[config.mk]
export PLATFORM = sky130hd
export DESIGN_NAME = seq_shifter
export DESIGN_NICKNAME = d
export VERILOG_FILES = /design/src/rtl/seq_shifter_pkg.sv /design/src/rtl/seq_shifter_shift_step.sv /design/src/rtl/seq_shifter.sv
export SDC_FILE = /design/constraint.sdc
export NUM_CORES = 1
export LEC_CHECK = 0
export CAP_MARGIN = 20
export CORE_ASPECT_RATIO = 1.25
export CORE_MARGIN = 2
export CORE_UTILIZATION = 31
export DETAILED_ROUTE_END_ITERATION = 12
export GPL_TIMING_DRIVEN = 0
export HOLD_SLACK_MARGIN = 0.08
export PLACE_DENSITY = 0.52
export SLEW_MARGIN = 20
export SYNTH_ARGS = -nofsm -noshare
export SYNTH_HDL_FRONTEND = slang
export SYNTH_HIERARCHICAL = 1
export SYNTH_SLANG_ARGS = --single-unit
[constraint.sdc]
create_clock -name clk -period 1.9 [get_ports clk]
set_input_delay 0.475 -clock clk [delete_from_list [all_inputs] [get_ports clk]]
set_output_delay 0.475 -clock clk [all_outputs]
set_load 0.01 [all_outputs]
[src/rtl/seq_shifter_pkg.sv]
// Shared definitions for the sequential shifter: mode encodings and FSM state type.
package seq_shifter_pkg;

    typedef logic [1:0] mode_t;

    localparam mode_t MODE_SLL = 2'b00;
    localparam mode_t MODE_SRL = 2'b01;
    localparam mode_t MODE_SRA = 2'b10;
    localparam mode_t MODE_ROL = 2'b11;

    typedef logic [1:0] state_t;

    localparam state_t ST_IDLE  = 2'd0;
    localparam state_t ST_SHIFT = 2'd1;
    localparam state_t ST_DONE  = 2'd2;

endpackage

[src/rtl/seq_shifter_shift_step.sv]
// One-bit shift/rotate step. Rotate support exists only when SEQ_SHIFTER_ROTATE_EN
// is defined; otherwise mode 11 falls through to a logical left shift.
module shift_step
    import seq_shifter_pkg::*;
#(
    parameter int WIDTH = 16
) (
    input  logic [1:0]       mode,
    input  logic [WIDTH-1:0] operand,
    output logic [WIDTH-1:0] operand_next
);

    always_comb begin
        operand_next = {operand[WIDTH-2:0], 1'b0};
        case (mode)
            MODE_SRL: operand_next = {1'b0, operand[WIDTH-1:1]};
            MODE_SRA: operand_next = {operand[WIDTH-1], operand[WIDTH-1:1]};
`ifdef SEQ_SHIFTER_ROTATE_EN
            MODE_ROL: operand_next = {operand[WIDTH-2:0], operand[WIDTH-1]};
`endif
            default:  operand_next = {operand[WIDTH-2:0], 1'b0};
        endcase
    end

endmodule

[src/rtl/seq_shifter.sv]
// Multi-cycle shifter: one bit per clock, result published with a one-cycle done pulse.
// Optional rotate mode enabled by defining SEQ_SHIFTER_ROTATE_EN.
module seq_shifter
    import seq_shifter_pkg::*;
#(
    parameter  int WIDTH   = 16,
    localparam int SHAMT_W = $clog2(WIDTH)
) (
    input  logic               clk,
    input  logic               rst_n,
    input  logic               start,
    input  logic [1:0]         mode,
    input  logic [SHAMT_W-1:0] shamt,
    input  logic [WIDTH-1:0]   a,
    output logic [WIDTH-1:0]   y,
    output logic               busy,
    output logic               done
);

    state_t             state;
    mode_t              mode_q;
    logic [SHAMT_W-1:0] cnt;
    logic [WIDTH-1:0]   work;
    logic [WIDTH-1:0]   work_next;
    logic [WIDTH-1:0]   y_q;

    shift_step #(.WIDTH(WIDTH)) u_step (
        .mode         (mode_q),
        .operand      (work),
        .operand_next (work_next)
    );

    // y is loaded on the edge entering DONE so it is already valid while done is high
    always_ff @(posedge clk or negedge rst_n) begin
        if (!rst_n) begin
            state  <= ST_IDLE;
            mode_q <= MODE_SLL;
            cnt    <= '0;
            work   <= '0;
            y_q    <= '0;
        end else begin
            case (state)
                ST_IDLE: begin
                    if (start) begin
                        work   <= a;
                        cnt    <= shamt;
                        mode_q <= mode;
                        if (shamt == '0) begin
                            y_q   <= a;
                            state <= ST_DONE;
                        end else begin
                            state <= ST_SHIFT;
                        end
                    end
                end
                ST_SHIFT: begin
                    work <= work_next;
                    cnt  <= cnt - 1'b1;
                    if (cnt == SHAMT_W'(1)) begin
                        y_q   <= work_next;
                        state <= ST_DONE;
                    end
                end
                ST_DONE: state <= ST_IDLE;
                default: state <= ST_IDLE;
            endcase
        end
    end

    assign y    = y_q;
    assign busy = (state != ST_IDLE);
    assign done = (state == ST_DONE);

endmodule

Word-level counts from Yosys, hierarchy flattened. Index checks and enable logic that the tools add are counted.

Add/subtract/negate cells: 1. Equal/unequal tests: 8. Mux-type cells: 13. Reductions and logical operators: 8.

Operators with widths (count): one-hot mux 16 bit (2 select lines) (3); two-way mux 16 bit (4); one-hot mux 4 bit (2 select lines) (1); two-way mux 2 bit (3); inequality test 2 bit, second input constant (3); AND reduction 2 bit (3); equality test 2 x 1 -> 1 bit, second input constant (2); equality test 2 bit, second input constant (2); equality test 4 x 1 -> 1 bit, second input constant (1); logical NOT 4 bit (1); two-way mux 4 bit (1); one-hot mux 2 bit (2 select lines) (1); AND reduction 4 bit (1); nonzero test 2 bit (2); subtractor 4 x 1 -> 4 bit, second input constant (1); logical NOT 2 bit (1).

Bits in registers: 40. Bits of input ports: 25. Output and inout bits: 18. Word-level logic and storage cells: 35.

Depth between registers and ports, before layout. Gate-level depths: netlist (run 1).

Depth in word-level cells: 4. Mapped depth: 7. Mapped depth without buffers: 6.

By module. Netlist (run 1), hierarchy kept.

By module, submodules not included: seq_shifter (instances 1, cells an instance 164, area each 2083.2 sq um, sequential area each 1001.0 sq um); shift_step (instances 1, cells an instance 56, area each 285.3 sq um, sequential area each 0.0 sq um).

Worst setup path after synthesis (run 1). Ideal clock, no wire load.

Kind: input to register. Start: input port shamt[1]. End: register y_q[10] (netlist: y[10]). Setup time: 125 ps. Data arrival time: 1525 ps. Data required time: 1775 ps. Slack: 250 ps. Stages on the path: 5. Path buffers: 2. Path through: nor4_1 > a32o_1 > buf_6 > buf_12 > mux2_4.

Cells in the longest elaborated chain, start to end: 3.

RTL lines: start: declaration (line seq_shifter.sv:13) `input logic [SHAMT_W-1:0] shamt,`; logical NOT 4 bit (line seq_shifter.sv:48) `if (shamt == '0) begin`; inequality test 2 bit (no line); AND reduction 4 bit (no line); end signal: assignment (line seq_shifter.sv:60) `y_q <= work_next;`; end: declaration (line seq_shifter.sv:25) `logic [WIDTH-1:0] y_q;`.

No other way between the ends. A chain may end at the register's enable or synchronous reset.

Worst setup path after layout (run 1).
Start: input port shamt[0]. End: register y_q[7] (netlist: y[7]).

Same word-level chain as after synthesis.

==> results of run 1 <==
state kept, by name, indices dropped and copies added (netlist names):
register,cells
cnt,4
mode_q,2
state,2
work,16
y,16
final cells by class:
type | count | area [um2]
multi-input cells | 160 | 1230
well taps | 92 | 115
inverters | 4 | 15.0
clock inverters | 1 | 7.51
flip-flops and latches | 40 | 1000
repair buffers | 47 | 473
clock buffers | 7 | 86.3
plain buffers | 16 | 153
fillers | 711 | 4320
stage by stage:
| stage | TNS (ns) | total power [W] | setup WS [ns] | cell area (um2) |
|---|---|---|---|---|
| floorplan | 0 | 0.00334 | 0.250 | 2370 |
| global placement | -40.65 | 0.00418 | -0.796 | 2900 |
| detailed placement | -8.64 | 0.00422 | -0.425 | 2930 |
| CTS | 0 | 0.00489 | 0.0109 | 3060 |
| global route | 0 | 0.00525 | 0.00973 | 3080 |
| finish | 0 | 0.00485 | 0.0643 | 3080 |
how the worst min path moves through the flow:
stage / to / start / slack, ns / cells past startpoint
3_5_place_dp: y[8] / rst_n / 0.47 / 1
2_1_floorplan: cnt[0] / rst_n / 0.18 / 0
4_1_cts: y[8] / rst_n / 0.14 / 1
6_report: y[8] / rst_n / 0.13 / 1
3_3_place_gp: y[7] / y[7] / 0.50 / 1
5_1_grt: work[6] / rst_n / 0.16 / 1
power breakdown:
part           leakage [nW]  internal, W  switching [W]
combinational         0.839      0.00151        0.00131
sequential            0.514      0.00120       0.000222
clock                0.0445     0.000296       0.000318
total                  1.40      0.00301        0.00185
critical path, stage by stage:
cell	delay (ns)
clkdlybuf4s50_1	0.45
nor4_4	0.30
a32o_2	0.18
buf_6	0.14
buf_12	0.15
mux2_4	0.30
synthesized netlist by cell type:
master / number / area, um2
xor2_1: 1 / 8.76
nor3b_2: 1 / 12.5
o221a_2: 1 / 11.3
a211oi_2: 1 / 12.5
nor4_1: 1 / 6.26
nand3b_1: 1 / 7.51
a211oi_1: 1 / 7.51
nor2_1: 2 / 7.51
nor3_1: 2 / 10.0
buf_2: 6 / 30.0
inv_1: 4 / 15.0
dfrtp_1: 40 / 1000
ha_1: 4 / 50.1
mux2_4: 18 / 270
o21ai_0: 32 / 160
nor3b_4: 1 / 18.8
nor2b_2: 1 / 8.76
or2_2: 1 / 6.26
buf_6: 6 / 67.6
buf_12: 2 / 40.0
or3b_1: 1 / 8.76
nand3_1: 1 / 5.00
clkbuf_1: 2 / 7.51
o21ai_1: 14 / 70.1
a32o_1: 1 / 10.0
and2b_1: 1 / 7.51
mux2_2: 15 / 169
nand2_1: 40 / 150
mux2i_1: 18 / 180
o2bb2ai_1: 1 / 8.76
cell families (layout without fill, tap and decap cells):
family	after synthesis	in the layout
flip-flops	40	40
AND/OR/NAND/NOR	53	53
buffers and inverters	20	75
AO/OA/AOI/OAI	51	51
adder cells (fa/ha/maj)	4	4
XOR/XNOR	1	1
multiplexers	51	51
per-layer routing:
layer  part of all wire (%)  vias to the layer above  routed length (um)  global-route usage [%]
met2                     50                       30                2730                    24.6
met3                    3.1                        7                 168                    2.67
met5                      0                        -                   0                       0
li1                       -                      879                   -                       -
met1                     45                      850                2460                    18.0
met4                    1.7                        0                  91                    4.87
repair_timing:
action / 4_1_cts / 5_1_grt
endpoints found under the setup margin: 18 / 11
endpoints found under the hold margin: 0 / 0
resized for setup: 7 / 7
pin swaps: 0 / 2
setup buffers: 3 / 1
==> flow_summary.toml, run 1 <==
[clocking]
cts_made_buffers = 5
htreeDepth = 2
hold_buffers = 0
cts_root_buf = "clkbuf_8"
cts_tree = "done"
clock_latency_ns = 0.29
clkTransAtPathRegs_ns = 0.08
cts_buffer_depth = 2
clkSinkCount = 40

[critical_path]
reg2reg_depth = 6
r2r-start = "mode_q[0]"
crit_path_end_kind = "flip-flop"
r2r_end = "y[7]"
crit_path_start_kind = "primary input"
worstPathMaxFanout = 10
arrival_ns = 2.02
path_class = "primary input to flip-flop"
required_ns = 2.09
startpoint = "shamt[0]"
endpoint = "y[7]"
reg2reg_slack_ns = 0.10

[detailed_routing]
drt_iter0_markers = 93
ant_nets = 0
num_vias = 1766
routed_via_density = 4.81
drt_pre_antenna_iters = 4
routedWlPerCell_um = 14.8
remaining_drc_errors = 0
drt_wl_total_um = 5450

[logic_synthesis]
yosys_register_bits = 40
seq_area_frac_synth_pct = 42.3
yosys_warnings = 6
synth-xor-area-share_pct = 0.370
synthMuxAreaShare_pct = 26.1
synth_top_family_by_area = "multiplexers"
synth_fp_nets = 249
synthAdderAreaFrac_pct = 2.11
syn_area_per_cell_um2 = 10.8
synthCells = 220
ys_types = 30
syn_area_um2 = 2370
yosys.area_share.simple_pct = 10.5
synth_compound_area_share_pct = 11.8

[finish]
finish.utilization_pct = 41.6
synthToLayoutAreaGrowth_pct = 30.0
final_cell_mix = "nand2_1, dfrtp_1, clkdlybuf4s50_1"
final_common_cell = "nand2_1"
num_antenna_cells = 0
fin_cells = 367
fin_nets = 303
drive_gt1_share_pct = 25.8

[timing]
relSlewSlack_pct = 66.9
finalHoldViolCount = 0
drv_slew = 0
tightest_slew_ns = 0.496
hold_slack_ns = 0.130
min_period_ns = 1.84
fin_crit_sh_pct = 96.6
rsz0062_at_grt = "false"
finalSetupViolCount = 0
fmax_ghz = 0.545
fin_worst_skew_ns = 0.00666

[global_route]
antenna_found_initial = 0
grt_max_degree = 23
grt.overflow.total = 0
grt_pass1_vias = 1841
grt_pass1_wl_um = 9110
grt_util_all_layers_pct = 14.4

[placed_design]
place_congestion = 0.778
io_buffer_count = 42
dp_hpwl_um = 3810
place_inst = 355

[power_and_ir_drop]
p_leak_nw = 1.40
power_density_nw_per_um2 = 1580
vdd_drop_max_v = 0.000524

[min_path]
hold_path.class = "primary input to asynchronous set/reset pin"

[floorplanning]
dieArea_um2 = 8360
start_util_pct = 32.0
num_io_pins = 43
die_y_um = 102
die_w_um = 82.2
rows = 35
core_um2 = 7400

[run]
cap_violations = 0

[outcome]
status = "finished clean"
(Power assumes the default switching activity.)
==> run 2, diff against run 1 <==
--- a/config.mk
+++ b/config.mk
@@ -12,7 +12,7 @@
 export DETAILED_ROUTE_END_ITERATION = 12
 export GPL_TIMING_DRIVEN = 0
 export HOLD_SLACK_MARGIN = 0.08
-export PLACE_DENSITY = 0.52
+export PLACE_DENSITY = 0.54
 export SLEW_MARGIN = 20
 export SYNTH_ARGS = -nofsm -noshare
 export SYNTH_HDL_FRONTEND = slang
==> flow_summary.toml, run 2 (synthesis gave the netlist of run 1 again) <==
[timing]
tns_ns = 0
finalSetupViolCount = 0
rsz0062_at_grt = "true"
min_period_ns = 1.83
relSlewSlack_pct = 71.6
fin_worst_skew_ns = 0.00748
drv_slew = 0
fmax_ghz = 0.546
tightest_slew_ns = 0.425
hold_slack_ns = 0.483
finalHoldViolCount = 0
fin_crit_sh_pct = 96.4

[floorplanning]
dieArea_um2 = 8360
die_w_um = 82.2
core_um2 = 7400
rows = 35
num_io_pins = 43
die_y_um = 102
start_util_pct = 32.0

[detailed_routing]
drt_iter0_markers = 103
num_vias = 1808
drt_wl_total_um = 5410
drt_pre_antenna_iters = 4
routedWlPerCell_um = 14.6
remaining_drc_errors = 0
routed_via_density = 4.90
ant_nets = 0

[placed_design]
place_congestion = 0.772
place_inst = 355
io_buffer_count = 42
dp_hpwl_um = 3800

[global_route]
antenna_found_initial = 0
use_met3_pct = 2.58
grt_max_degree = 30
met2_usage_pct = 24.0
grt_pass1_vias = 1872
grt.overflow.total = 0
grt-busiest-layer = "met2"
grt_use_met1_pct = 19.2
grt_util_all_layers_pct = 14.7
grt_pass1_wl_um = 9370

[clocking]
cts_made_buffers = 5
cts_buffer_depth = 2
clkSinkCount = 40
clock_latency_ns = 0.30
cts_tree = "done"
clkTransAtPathRegs_ns = 0.08
htreeDepth = 2
cts_root_buf = "clkbuf_8"

[critical_path]
crit_path_end_kind = "flip-flop"
path_class = "primary input to flip-flop"
crit_path_start_kind = "primary input"
arrival_ns = 2.02
worstPathMaxFanout = 10
required_ns = 2.09

[finish]
num_antenna_cells = 0
fin_cells = 369
final_cell_mix = "nand2_1, dfrtp_1, clkdlybuf4s50_1"
final_common_cell = "nand2_1"
multi_input_area_um2 = 1230
drive_gt1_share_pct = 26.4
fillCellCount = 730
register_area_um2 = 1000
synthToLayoutAreaGrowth_pct = 30.4
fin_nets = 305

[min_path]
hold_path.class = "primary input to flip-flop"

[outcome]
status = "finished clean"

[power_and_ir_drop]
p_leak_nw = 1.42
vdd_drop_max_v = 0.000696
power.total_w = 0.00485
power_density_nw_per_um2 = 1570

[run]
cap_violations = 0
run 2: cell types whose count changed in the layout (fill, tap and decap cells not counted), sizes merged:
cell | before | now
clkbuf | 11 | 10
clkinvlp | 1 | 0
clkinv | 0 | 2
dlymetal6s2s | 1 | 2
clkdlybuf4s50 | 38 | 37
buf | 18 | 19
dlygate4sd3 | 0 | 1
run 2: final timing paths:
check / start / end / slack [ns] / cells after the start
hold reg to reg: y[9] / y[9] / 0.51 / 1
setup reg to reg: mode_q[0] / y[4] / 0.09 / 6
max in group asynchronous: rst_n / state[1] / 0.84 / 3
min in group asynchronous: rst_n / cnt[1] / 0.59 / 2
hold / removal: shamt[2] / cnt[2] / 0.48 / 3
setup / recovery: shamt[3] / y[15] / 0.07 / 6
run 2: layer usage:
metal,up-vias,wire length (um)
li1,879,-
met1,887,2540
met2,36,2600
met3,6,164
met4,0,95
met5,-,0
run 2: power by group:
group,internal (W),switching (W)
combinational,0.00152,0.00130
clock,0.000290,0.000318
sequential,0.00120,0.000225
run 2: timing repair:
item                       in CTS  in global routing
setup endpoints to repair      18                 11
hold endpoints to repair       11                  0
hold buffers                    1                  0
resized for setup               6                 10
pin swaps                       0                  2
gates cloned                    0                  0
buffers inserted                5                  0
run 2: area by class of cell:
cell class | count | share of cell area, %
Tap cell | 92 | 3.73
Clock buffer | 6 | 2.67
Timing Repair Buffer | 49 | 15.7
Multi-Input combinational cell | 160 | 39.7
Inverter | 4 | 0.486
Clock inverter | 2 | 0.324
Sequential cell | 40 | 32.5
Buffer | 16 | 4.86
run 2: stage by stage:
stage	worst slack [ns]	util (%)	cell area, um2
final	0.0691	41.7	3090
after CTS	0.00820	41.5	3070
after detailed placement	-0.435	39.4	2920
after global routing	-0.000729	41.7	3090
after floorplan	0.250	-	2370
after global placement	-0.828	39.2	2900
run 2: worst max-delay path: stages:
cell,delay [ns]
clkdlybuf4s50_1,0.48
nor4_4,0.28
a32o_2,0.18
buf_6,0.14
buf_12,0.15
mux2_4,0.30
==> run 3, diff against run 2 <==
--- a/config.mk
+++ b/config.mk
@@ -8,13 +8,12 @@
 export CAP_MARGIN = 20
 export CORE_ASPECT_RATIO = 1.25
 export CORE_MARGIN = 2
-export CORE_UTILIZATION = 31
+export CORE_UTILIZATION = 23
 export DETAILED_ROUTE_END_ITERATION = 12
 export GPL_TIMING_DRIVEN = 0
 export HOLD_SLACK_MARGIN = 0.08
-export PLACE_DENSITY = 0.54
+export PLACE_DENSITY = 0.44
 export SLEW_MARGIN = 20
 export SYNTH_ARGS = -nofsm -noshare
 export SYNTH_HDL_FRONTEND = slang
-export SYNTH_HIERARCHICAL = 1
 export SYNTH_SLANG_ARGS = --single-unit
==> flow_summary.toml, run 3 <==
[outcome]
status = "finished clean"

[critical_path]
required_ns = 1.42
path_class = "flip-flop to output port"
arrival_ns = 1.37
crit_path_start_kind = "flip-flop"
worstPathMaxFanout = 10
crit_path_end_kind = "output port"
slowest_delay_ns = 0.38
crit_slowest_cell = "dfrtp_1"
crit_path_cell_trace = "buf_6 > clkbuf_8 > or2_2 > buf_2"

[power_and_ir_drop]
power.total_w = 0.00522
p_sw_share_pct = 41.1
power_density_nw_per_um2 = 1750
vdd_drop_max_v = 0.000480
clock_power_share_pct = 16.3
p_int_w = 0.00307
p_sw_w = 0.00214
p_comb_share_pct = 52.9
seq_power_share_pct = 30.8
p_leak_nw = 1.22

[global_route]
grt_max_degree = 29
grt_util_all_layers_pct = 14.2
grt.overflow.total = 0
grt_pass1_vias = 2094
grt_pass1_wl_um = 11500
antenna_found_initial = 0

[clocking]
clkSinkCount = 40
clkTransAtPathRegs_ns = 0.06
cts_buffer_depth = 2
htreeDepth = 2
cts_made_buffers = 5
hold_buffers = 0
cts_tree = "done"
cts_root_buf = "clkbuf_16"
clock_latency_ns = 0.28

[timing]
rsz0062_at_grt = "false"
finalHoldViolCount = 0
drv_slew = 0
fmax_ghz = 0.542
setup_ws_ns = 0.0549
min_period_ns = 1.85
tns_ns = 0
tightest_slew_ns = 0.577
fin_worst_skew_ns = 0.00670
relSlewSlack_pct = 61.5
finalSetupViolCount = 0
fin_crit_sh_pct = 97.1

[floorplanning]
num_io_pins = 43
die_w_um = 91.1
core_um2 = 9170
rows = 39
die_y_um = 113
start_util_pct = 23.8
dieArea_um2 = 10300

[finish]
register_area_um2 = 1000
final_common_cell = "dfrtp_1"
fin_cells = 398
multi_input_area_um2 = 1050
stdcell_area_um2 = 2980
final_cell_mix = "dfrtp_1, clkdlybuf4s50_1, a31oi_1"
fin_nets = 303
fillCellCount = 1005
synthToLayoutAreaGrowth_pct = 36.6
num_antenna_cells = 0
drive_gt1_share_pct = 14.9

[logic_synthesis]
ys_types = 36
synth_ff_type = "dfrtp_1"
seq_area_frac_synth_pct = 45.9
yosys_register_bits = 40
yosys_warnings = 0
syn_area_per_cell_um2 = 9.96
netlist_top_cells_area = "dfrtp_1, a31oi_1, a221oi_1, and4b_1, a21oi_1"
synthCells = 219
synth_fp_nets = 248
async_flop_share_pct = 100
synth_most_common_cell = "dfrtp_1"
synth_top_cell_by_area = "dfrtp_1"
synth_top_area_share_pct = 45.9
syn_area_um2 = 2180
synth-edff-count = 0
synthTopCellsByCount = "dfrtp_1, a31oi_1, a21oi_1"

[placed_design]
io_buffer_count = 42
place_inst = 385
place_area_um2 = 2770
place_congestion = 0.766
dp_hpwl_um = 5070
post-place-ws_ns = -0.410

[detailed_routing]
drt_pre_antenna_iters = 4
num_vias = 2091
routedWlPerCell_um = 17.9
remaining_drc_errors = 0
drt_wl_total_um = 7120
routed_via_density = 5.25
ant_nets = 0
drt_iter0_markers = 167

[run]
cap_violations = 0

[min_path]
hold_path.class = "primary input to asynchronous set/reset pin"
-- run 3: cell families after synthesis --
kind of cell / count (synthesis) / share of synthesized area (%)
flip-flops: 40 / 45.9
buffers and inverters: 28 / 6.36
AND/OR/NAND/NOR: 66 / 19.9
adder cells (fa/ha/maj): 4 / 2.29
AO/OA/AOI/OAI: 81 / 25.6
-- run 3: routing by layer --
metal,vias up,track usage [%],share of wire (%)
met5,-,0,0
met1,1060,18.4,44
met4,0,4.55,0.67
met3,2,2.73,5.8
met2,70,23.9,49
li1,959,-,-
-- run 3: path summary, 6_finish.rpt --
path,to,slack (ns),cells past startpoint,from
setup / recovery,busy,0.05,4,state[0]
hold / removal,work[5],0.09,1,rst_n
setup reg to reg,work[13],0.07,6,mode_q[0]
hold reg to reg,work[15],0.53,2,work[15]
max in group asynchronous,cnt[0],1.34,2,rst_n
min in group clk,work[15],0.53,2,work[15]
-- run 3: repair_timing --
action	4_1_cts	5_1_grt
pin swaps	1	0
setup endpoints to repair	16	14
buffers inserted	4	1
resized for setup	12	5
-- run 3: final cells by class --
type                            instances  share of cell area, %
Buffer                                 21                   4.45
Sequential cell                        40                   33.6
Inverter                                7                  0.965
Timing Repair Buffer                   48                   15.7
Clock buffer                            8                   4.91
Multi-Input combinational cell        151                   35.2
Tap cell                              123                   5.16
-- run 3: metrics by stage --
stage / util, % / hold slack, ns
floorplan: - / 0.179
global placement: 30.0 / 0.504
detailed placement: 30.2 / 0.393
CTS: 32.3 / 0.0924
global route: 32.5 / 0.105
finish: 32.5 / 0.0859
-- run 3: critical path: cells and delay by family, from the launching register on --
family / cells / cell delay (ns)
buf+inv: 3 / 0.45
simple gates: 1 / 0.26
flops: 1 / 0.38
-- run 3: power groups by stage --
stage          registers [W]  logic (W)  clock network [W]
2_1_floorplan        0.00162    0.00162                  0
4_1_cts              0.00161    0.00276           0.000870
6_report             0.00161    0.00276           0.000853
3_3_place_gp         0.00161    0.00268                  0
5_1_grt              0.00167    0.00300           0.000925
3_5_place_dp         0.00161    0.00270                  0
